==> src/rtl/mux_scan_ctrl.sv <==
// Scan sequencer for an active-low 8:1 mux: steps sel through 0..7, samples after settling, offers an 8-bit frame.
// Optional SCAN_AUTO_EN: free-running scans; start_i is ignored.
module mux_scan_ctrl #(
    parameter int unsigned SETTLE_CYCLES = 2
) (
    input  logic       clk,
    input  logic       rst_n,
    input  logic       start_i,
    output logic [2:0] sel_o,
    input  logic       mux_y_n_i,
    output logic       busy_o,
    output logic [7:0] frame_o,
    output logic       frame_valid_o,
    input  logic       frame_ready_i
);

    localparam int unsigned SEL_W   = 3;
    localparam int unsigned FRAME_W = 8;
    localparam int unsigned CNT_W   = 8;

    localparam logic [SEL_W-1:0] LAST_SEL    = SEL_W'(FRAME_W - 1);
    localparam logic [CNT_W-1:0] SETTLE_LAST = CNT_W'(SETTLE_CYCLES - 1);

    typedef enum logic [1:0] {
        S_IDLE,
        S_SETTLE,
        S_SAMPLE,
        S_HOLD
    } state_e;

    state_e             state_q, state_d;
    logic [SEL_W-1:0]   sel_q, sel_d;
    logic [CNT_W-1:0]   cnt_q, cnt_d;
    logic [FRAME_W-1:0] cap_q, cap_d;
    logic [FRAME_W-1:0] frame_q, frame_d;
    logic               valid_q, valid_d;
    logic               busy_q, busy_d;
    logic               scan_go_c;

`ifdef SCAN_AUTO_EN
    logic unused_start;
    assign unused_start = start_i;
    assign scan_go_c    = 1'b1;
`else
    assign scan_go_c    = start_i;
`endif

    // State and output registers; reset discards any partial scan.
    always_ff @(posedge clk or negedge rst_n) begin
        if (!rst_n) begin
            state_q <= S_IDLE;
            sel_q   <= '0;
            cnt_q   <= '0;
            cap_q   <= '0;
            frame_q <= '0;
            valid_q <= 1'b0;
            busy_q  <= 1'b0;
        end else begin
            state_q <= state_d;
            sel_q   <= sel_d;
            cnt_q   <= cnt_d;
            cap_q   <= cap_d;
            frame_q <= frame_d;
            valid_q <= valid_d;
            busy_q  <= busy_d;
        end
    end

    // Next-state and datapath; sel only moves outside the sampling cycle.
    always_comb begin
        state_d = state_q;
        sel_d   = sel_q;
        cnt_d   = cnt_q;
        cap_d   = cap_q;
        frame_d = frame_q;
        valid_d = valid_q;

        case (state_q)
            S_IDLE: begin
                if (scan_go_c) begin
                    state_d = S_SETTLE;
                    sel_d   = '0;
                    cnt_d   = '0;
                end
            end
            S_SETTLE: begin
                cnt_d = cnt_q + CNT_W'(1);
                if (cnt_q == SETTLE_LAST) begin
                    state_d = S_SAMPLE;
                end
            end
            S_SAMPLE: begin
                cap_d[sel_q] = ~mux_y_n_i;
                if (sel_q == LAST_SEL) begin
                    state_d = S_HOLD;
                    frame_d = cap_d;
                    valid_d = 1'b1;
                end else begin
                    state_d = S_SETTLE;
                    sel_d   = sel_q + SEL_W'(1);
                    cnt_d   = '0;
                end
            end
            S_HOLD: begin
                if (valid_q && frame_ready_i) begin
                    valid_d = 1'b0;
                    sel_d   = '0;
`ifdef SCAN_AUTO_EN
                    state_d = S_SETTLE;
                    cnt_d   = '0;
`else
                    state_d = S_IDLE;
`endif
                end
            end
            default: begin
                state_d = S_IDLE;
            end
        endcase

        busy_d = (state_d != S_IDLE);
    end

    assign sel_o         = sel_q;
    assign busy_o        = busy_q;
    assign frame_o       = frame_q;
    assign frame_valid_o = valid_q;

endmodule
==> config.mk <==
export PLATFORM = sky130hd
export DESIGN_NAME = mux_scan_ctrl
export DESIGN_NICKNAME = d
export VERILOG_FILES = /design/src/rtl/mux_scan_ctrl.sv
export SDC_FILE = /design/constraint.sdc
export NUM_CORES = 1
export LEC_CHECK = 0
export CAP_MARGIN = 20
export CORE_MARGIN = 4
export CORE_UTILIZATION = 55
export DETAILED_ROUTE_END_ITERATION = 7
export HOLD_SLACK_MARGIN = 0.05
export MAX_ROUTING_LAYER = met4
export PLACE_DENSITY = 0.83
export SLEW_MARGIN = 0
export SYNTH_ARGS = -nofsm -noshare
export SYNTH_HDL_FRONTEND = slang
export SYNTH_SLANG_ARGS = --single-unit
export TNS_END_PERCENT = 50
==> constraint.sdc <==
create_clock -name clk -period 3.6 [get_ports clk]
set_input_delay 0.72 -clock clk [delete_from_list [all_inputs] [get_ports clk]]
set_output_delay 0.72 -clock clk [all_outputs]
set_load 0.1 [all_outputs]
Yosys cells after proc, flatten, opt, wreduce, memory -nomap -nowiden
Cells that the tools add are included.
{"block": "word_totals", "output_inout_bits": 13, "word_cells": 50, "input_bits": 5, "reg_bits": 31}
{"block": "op_classes", "add_sub_neg": 2, "magnitude_cmp": 2, "reduce_logical": 11, "bitwise": 1, "n_eq_ne": 9, "mux": 18}
{"cell": "8-bit case mux with 3 select lines", "count": 1}
{"cell": "8-bit two-way mux", "count": 2}
{"cell": "3-bit two-way mux", "count": 3}
{"cell": "3-bit case mux with 3 select lines", "count": 1}
{"cell": "8-bit by 1-bit adder with 8-bit output, second input constant", "count": 1}
{"cell": "8-bit bitwise mux", "count": 1}
{"cell": "8-bit by 1-bit equality test with 1-bit output, second input constant", "count": 1}
{"cell": "2-bit two-way mux", "count": 4}
{"cell": "2-bit inequality test, second input constant", "count": 4}
{"cell": "2-bit case mux with 4 select lines", "count": 1}
{"cell": "3-bit AND reduction", "count": 2}
{"cell": "3-bit nonzero test", "count": 2}
{"cell": "2-bit equality test, second input constant", "count": 2}
{"cell": "3-bit by 4-bit less-than comparator with 1-bit output, second input constant", "count": 1}
{"cell": "4-bit AND reduction", "count": 1}
{"cell": "2-bit nonzero test", "count": 2}
{"cell": "3-bit by 1-bit adder with 3-bit output, second input constant", "count": 1}
{"cell": "1-bit demux with 3-bit select", "count": 1}
{"cell": "3-bit equality test, second input constant", "count": 1}
{"cell": "3-bit by 1-bit greater-or-equal comparator with 1-bit output, second input constant", "count": 1}
{"cell": "1-bit two-way mux", "count": 3}
{"cell": "2-bit by 1-bit equality test with 1-bit output, second input constant", "count": 1}
{"cell": "1-bit logical AND", "count": 2}
{"cell": "2-bit logical NOT", "count": 1}
{"cell": "other kinds (3)", "count": 3}

Longest topological paths before layout
{"block": "depth", "ltp_word": 5, "depth_mapped": 6, "ltp_nobuf": 5}

Worst setup path after synthesis
OpenSTA, ideal clock, no wires.
{"block": "synth_path", "path_type": "register to register", "startpoint": "register sel_q[0], in the netlist sel_o[0]", "endpoint": "register cnt_q[5]", "stages_incl_launch_ff": 7, "synth_period_minus_slack_ns": 2.378, "required_ns": 3.521, "n_path_buf": 1, "setup_time_ns": 0.079, "t_arrival_ns": 2.298, "slack_ns": 1.222, "cell_sequence": "dfrtp_1 -> ha_1 -> ha_1 -> or3b_1 -> buf_2 -> a211oi_1 -> mux2i_1"}
{"block": "synth_between", "elab_chain_cells": 3}
{"item": "from (decl)", "line": "32", "source": "logic [SEL_W-1:0] sel_q, sel_d;"}
{"item": "from (signal assigned)", "line": "60", "source": "sel_q <= sel_d;"}
{"item": "3-bit equality test", "line": "94", "source": "if (sel_q == LAST_SEL) begin"}
{"item": "2-bit inequality test (no line)"}
{"item": "3-bit AND reduction (no line)"}
{"item": "to (signal assigned)", "line": "61", "source": "cnt_q <= cnt_d;"}
{"item": "to (decl)", "line": "33", "source": "logic [CNT_W-1:0] cnt_q, cnt_d;"}
Every way passes these cells.
A chain may end at the register's enable or synchronous reset.

Worst setup path in the final report
{"block": "layout_path", "startpoint": "register valid_q, in the netlist frame_valid_o", "endpoint": "output port frame_valid_o"}
{"item": "from (decl)", "line": "36", "source": "logic valid_q, valid_d;"}
{"item": "from (signal assigned)", "line": "64", "source": "valid_q <= valid_d;"}
{"item": "to (decl)", "line": "13", "source": "output logic frame_valid_o,"}
No word-level cell between the ends.

==> load_flow_metrics.sql <==
INSERT INTO impl_metrics (metric_group, metric, value, unit) VALUES
('outcome', 'status', 'finished clean', ''),
('critical_path', 'critical-path-top-delay-family', 'buffers and inverters', ''),
('critical_path', 'reg2reg_from', 'sel_o[0]', ''),
('global_routing', 'largest_net_degree_at_the_start_of_global_routing', '32', ''),
('floorplanning', 'design.portCount', '18', ''),
('critical_path', 'rr_endpoint', 'cnt_q[6]', ''),
('synth', 'synth.largest_area_cell', 'dfrtp_1', ''),
('layout', 'seq_area', '776', 'um2'),
('clock_network', 'cts-hold-fix-buffers', '0', ''),
('placed_design', 'placement.io_buffers', '17', ''),
('global_routing', 'layer_carrying_the_most_global_route_usage', 'met2', ''),
('clock_network', 'cts.repair.resized', '0', ''),
('layout', 'area_growth_syn_to_layout', '15.9', '%'),
('synth', 'synth_enable_flop_cells', '0', ''),
('critical_path', 'worstSetupEndpointType', 'output port', ''),
('routing', 'route.vias.total', '1186', ''),
('timing', 'layout_worst_path_cycle_share', '73.4', '%'),
('synth', 'synth.yosys.warnings', '0', ''),
('critical_path', 'setup.worst_path.class', 'flip-flop to output port', ''),
('critical_path', 'critPathLaunchType', 'flip-flop', ''),
('synth', 'syn_avg_cell_area', '9.98', 'um2'),
('clock_network', 'buffer_type_at_the_clock_tree_root', 'clkbuf_4', ''),
('timing', 'worst_setup_skew_after_layout', '0.00583', 'ns'),
('timing', 'timing_worst_slew_pin_value', '0.980', 'ns'),
('layout', 'stdcell_area', '1770', 'um2'),
('critical_path', 'worst_r2r_path_depth', '5', ''),
('synth', 'post_synthesis_cells', '153', ''),
('placed_design', 'dpl.hpwl', '2150', 'um'),
('clock_network', 'post-cts-setup-buffer-count', '0', ''),
('job', 'maxCapViolCount', '0', ''),
('floorplanning', 'start_util', '59.5', '%'),
('floorplanning', 'std_cell_rows', '18', ''),
('global_routing', 'global_routing_met3_resource_utilization', '6.38', '%'),
('global_routing', 'first_global_vias', '1172', ''),
('synth', 'synth_cell_type_count', '32', ''),
('timing', 'hold_slack', '0.490', 'ns'),
('routing', 'drt-vias-per-instance', '5.90', ''),
('min_path', 'hold_depth', '2', ''),
('routing', 'drc', '0', ''),
('placed_design', 'cell_total_after_placement', '193', ''),
('critical_path', 'worst_path_max_delay_cell', 'clkdlybuf4s50_1', ''),
('critical_path', 'worstPathRequired', '2.88', 'ns'),
('placed_design', 'detailedPlace.worstSlack', '1.31', 'ns'),
('timing', 'maxSlewHeadroom', '34.4', '%'),
('timing', 'minimum_setup_slack_in_the_final_design', '0.958', 'ns'),
('clock_network', 'cts.sink_count', '31', ''),
('routing', 'wire_per_inst', '15.7', 'um'),
('timing', 'rsz_0062_raised_after_global_routing', 'false', ''),
('critical_path', 'critical-path-max-stage-delay', '1.16', 'ns'),
('power', 'power_per_cell_area', '678', 'nW/um2'),
('power', 'p_leak', '0.848', 'nW'),
('layout', 'multi_input_area', '706', 'um2'),
('floorplanning', 'placeableCoreArea', '2570', 'um2'),
('floorplanning', 'design.die.area', '3680', 'um2'),
('routing', 'first_pass_iters', '4', ''),
('floorplanning', 'floorplan.die.width', '60.7', 'um'),
('synth', 'synth_seq_area_share', '50.8', '%'),
('critical_path', 'crit_end', 'frame_valid_o', ''),
('routing', 'drt.antenna.violating_nets', '0', ''),
('timing', 'maxClockFrequency', '378', 'MHz'),
('global_routing', 'overflow', '0', ''),
('clock_network', 'cts_tree', 'done', ''),
('timing', 'hold_viol_final', '0', ''),
('timing', 'tns', '0', 'ns'),
('layout', 'drive_gt1_share', '7.60', '%'),
('floorplanning', 'die_height', '60.7', 'um'),
('clock_network', 'clkTransAtPathRegs', '0.09', 'ns'),
('layout', 'final_cell_count_no_fill', '201', ''),
('synth', 'synth.most_common_cell', 'dfrtp_1', ''),
('synth', 'synth.top_cell.area_share', '50.8', '%'),
('global_routing', 'antenna_violations_before_repair', '0', '');
cell families (layout without fill, tap and decap cells):
kind of cell / after synthesis / in the layout / share of synthesized area (%)
AOI/OAI and AO/OA: 43 / 43 / 17.3
adders and majority gates: 4 / 4 / 3.28
buffers and inverters: 11 / 29 / 2.95
DFF: 31 / 31 / 50.8
muxes: 13 / 13 / 8.61
and+or+nand+nor: 51 / 51 / 17.1
placed cells by master (no fill, tap or decap), types with 2 or more instances in the layout:
cell type        Yosys  routed
a211oi_1             3       3
nor3_1               2       2
a21oi_1              4       4
nand2_1             21      21
clkdlybuf4s50_1      0      14
ha_1                 4       4
clkbuf_4             0       5
nor3b_1              3       3
dfrtp_1             31      31
nand3_1              7       7
inv_1                3       3
a21o_1               5       5
buf_4                0       4
a22oi_1              2       2
nand3b_1             4       4
a22o_1               3       3
mux2i_1             12      12
o21ai_0             22      22
nor2_1               5       5
clkbuf_8             0       2
where the power goes:
part | switching, mW | internal (mW) | leakage [nW]
sequential | 0.115 | 0.425 | 0.325
combinational | 0.264 | 0.168 | 0.485
clock | 0.115 | 0.115 | 0.0386
total | 0.493 | 0.707 | 0.848
area by class of cell:
cell class,count,share of cell area (%)
sequential,31,43.8
multi-input combinational,111,39.9
timing repair buffer,18,9.62
clock buffer,8,3.89
tap,30,2.12
inverter,3,0.636
state kept, by name, indices dropped and copies added, names as in the netlist:
name / flops
cap_q: 8
cnt_q: 8
frame_o: 8
sel_o: 3
state_q: 2
busy_o: 1
frame_valid_o: 1
worst reg2reg max path: stages (launching register included):
cell	delay [ns]
dfrtp_1	0.51
ha_1	0.26
ha_1	0.26
or3b_1	0.51
a211oi_1	0.36
mux2i_1	0.24
worst min-delay path by stage:
stage          startpoint    endpoint  slack (ns)
6_report         cap_q[4]    cap_q[4]        0.49
5_1_grt        frame_o[4]  frame_o[4]        0.53
3_5_place_dp   frame_o[1]  frame_o[1]        0.48
4_1_cts        frame_o[1]  frame_o[1]        0.50
2_1_floorplan       rst_n      busy_o        0.42
3_3_place_gp   frame_o[5]  frame_o[5]        0.46
routing by layer:
layer  vias up  part of all wire (%)  wire (um)
met5         -                     0          0
met4         0                   1.6         51
met3         4                   5.4        170
met2        38                    48       1520
met1       560                    45       1420
li1        584                     -          -
(Power assumes the default switching activity.)
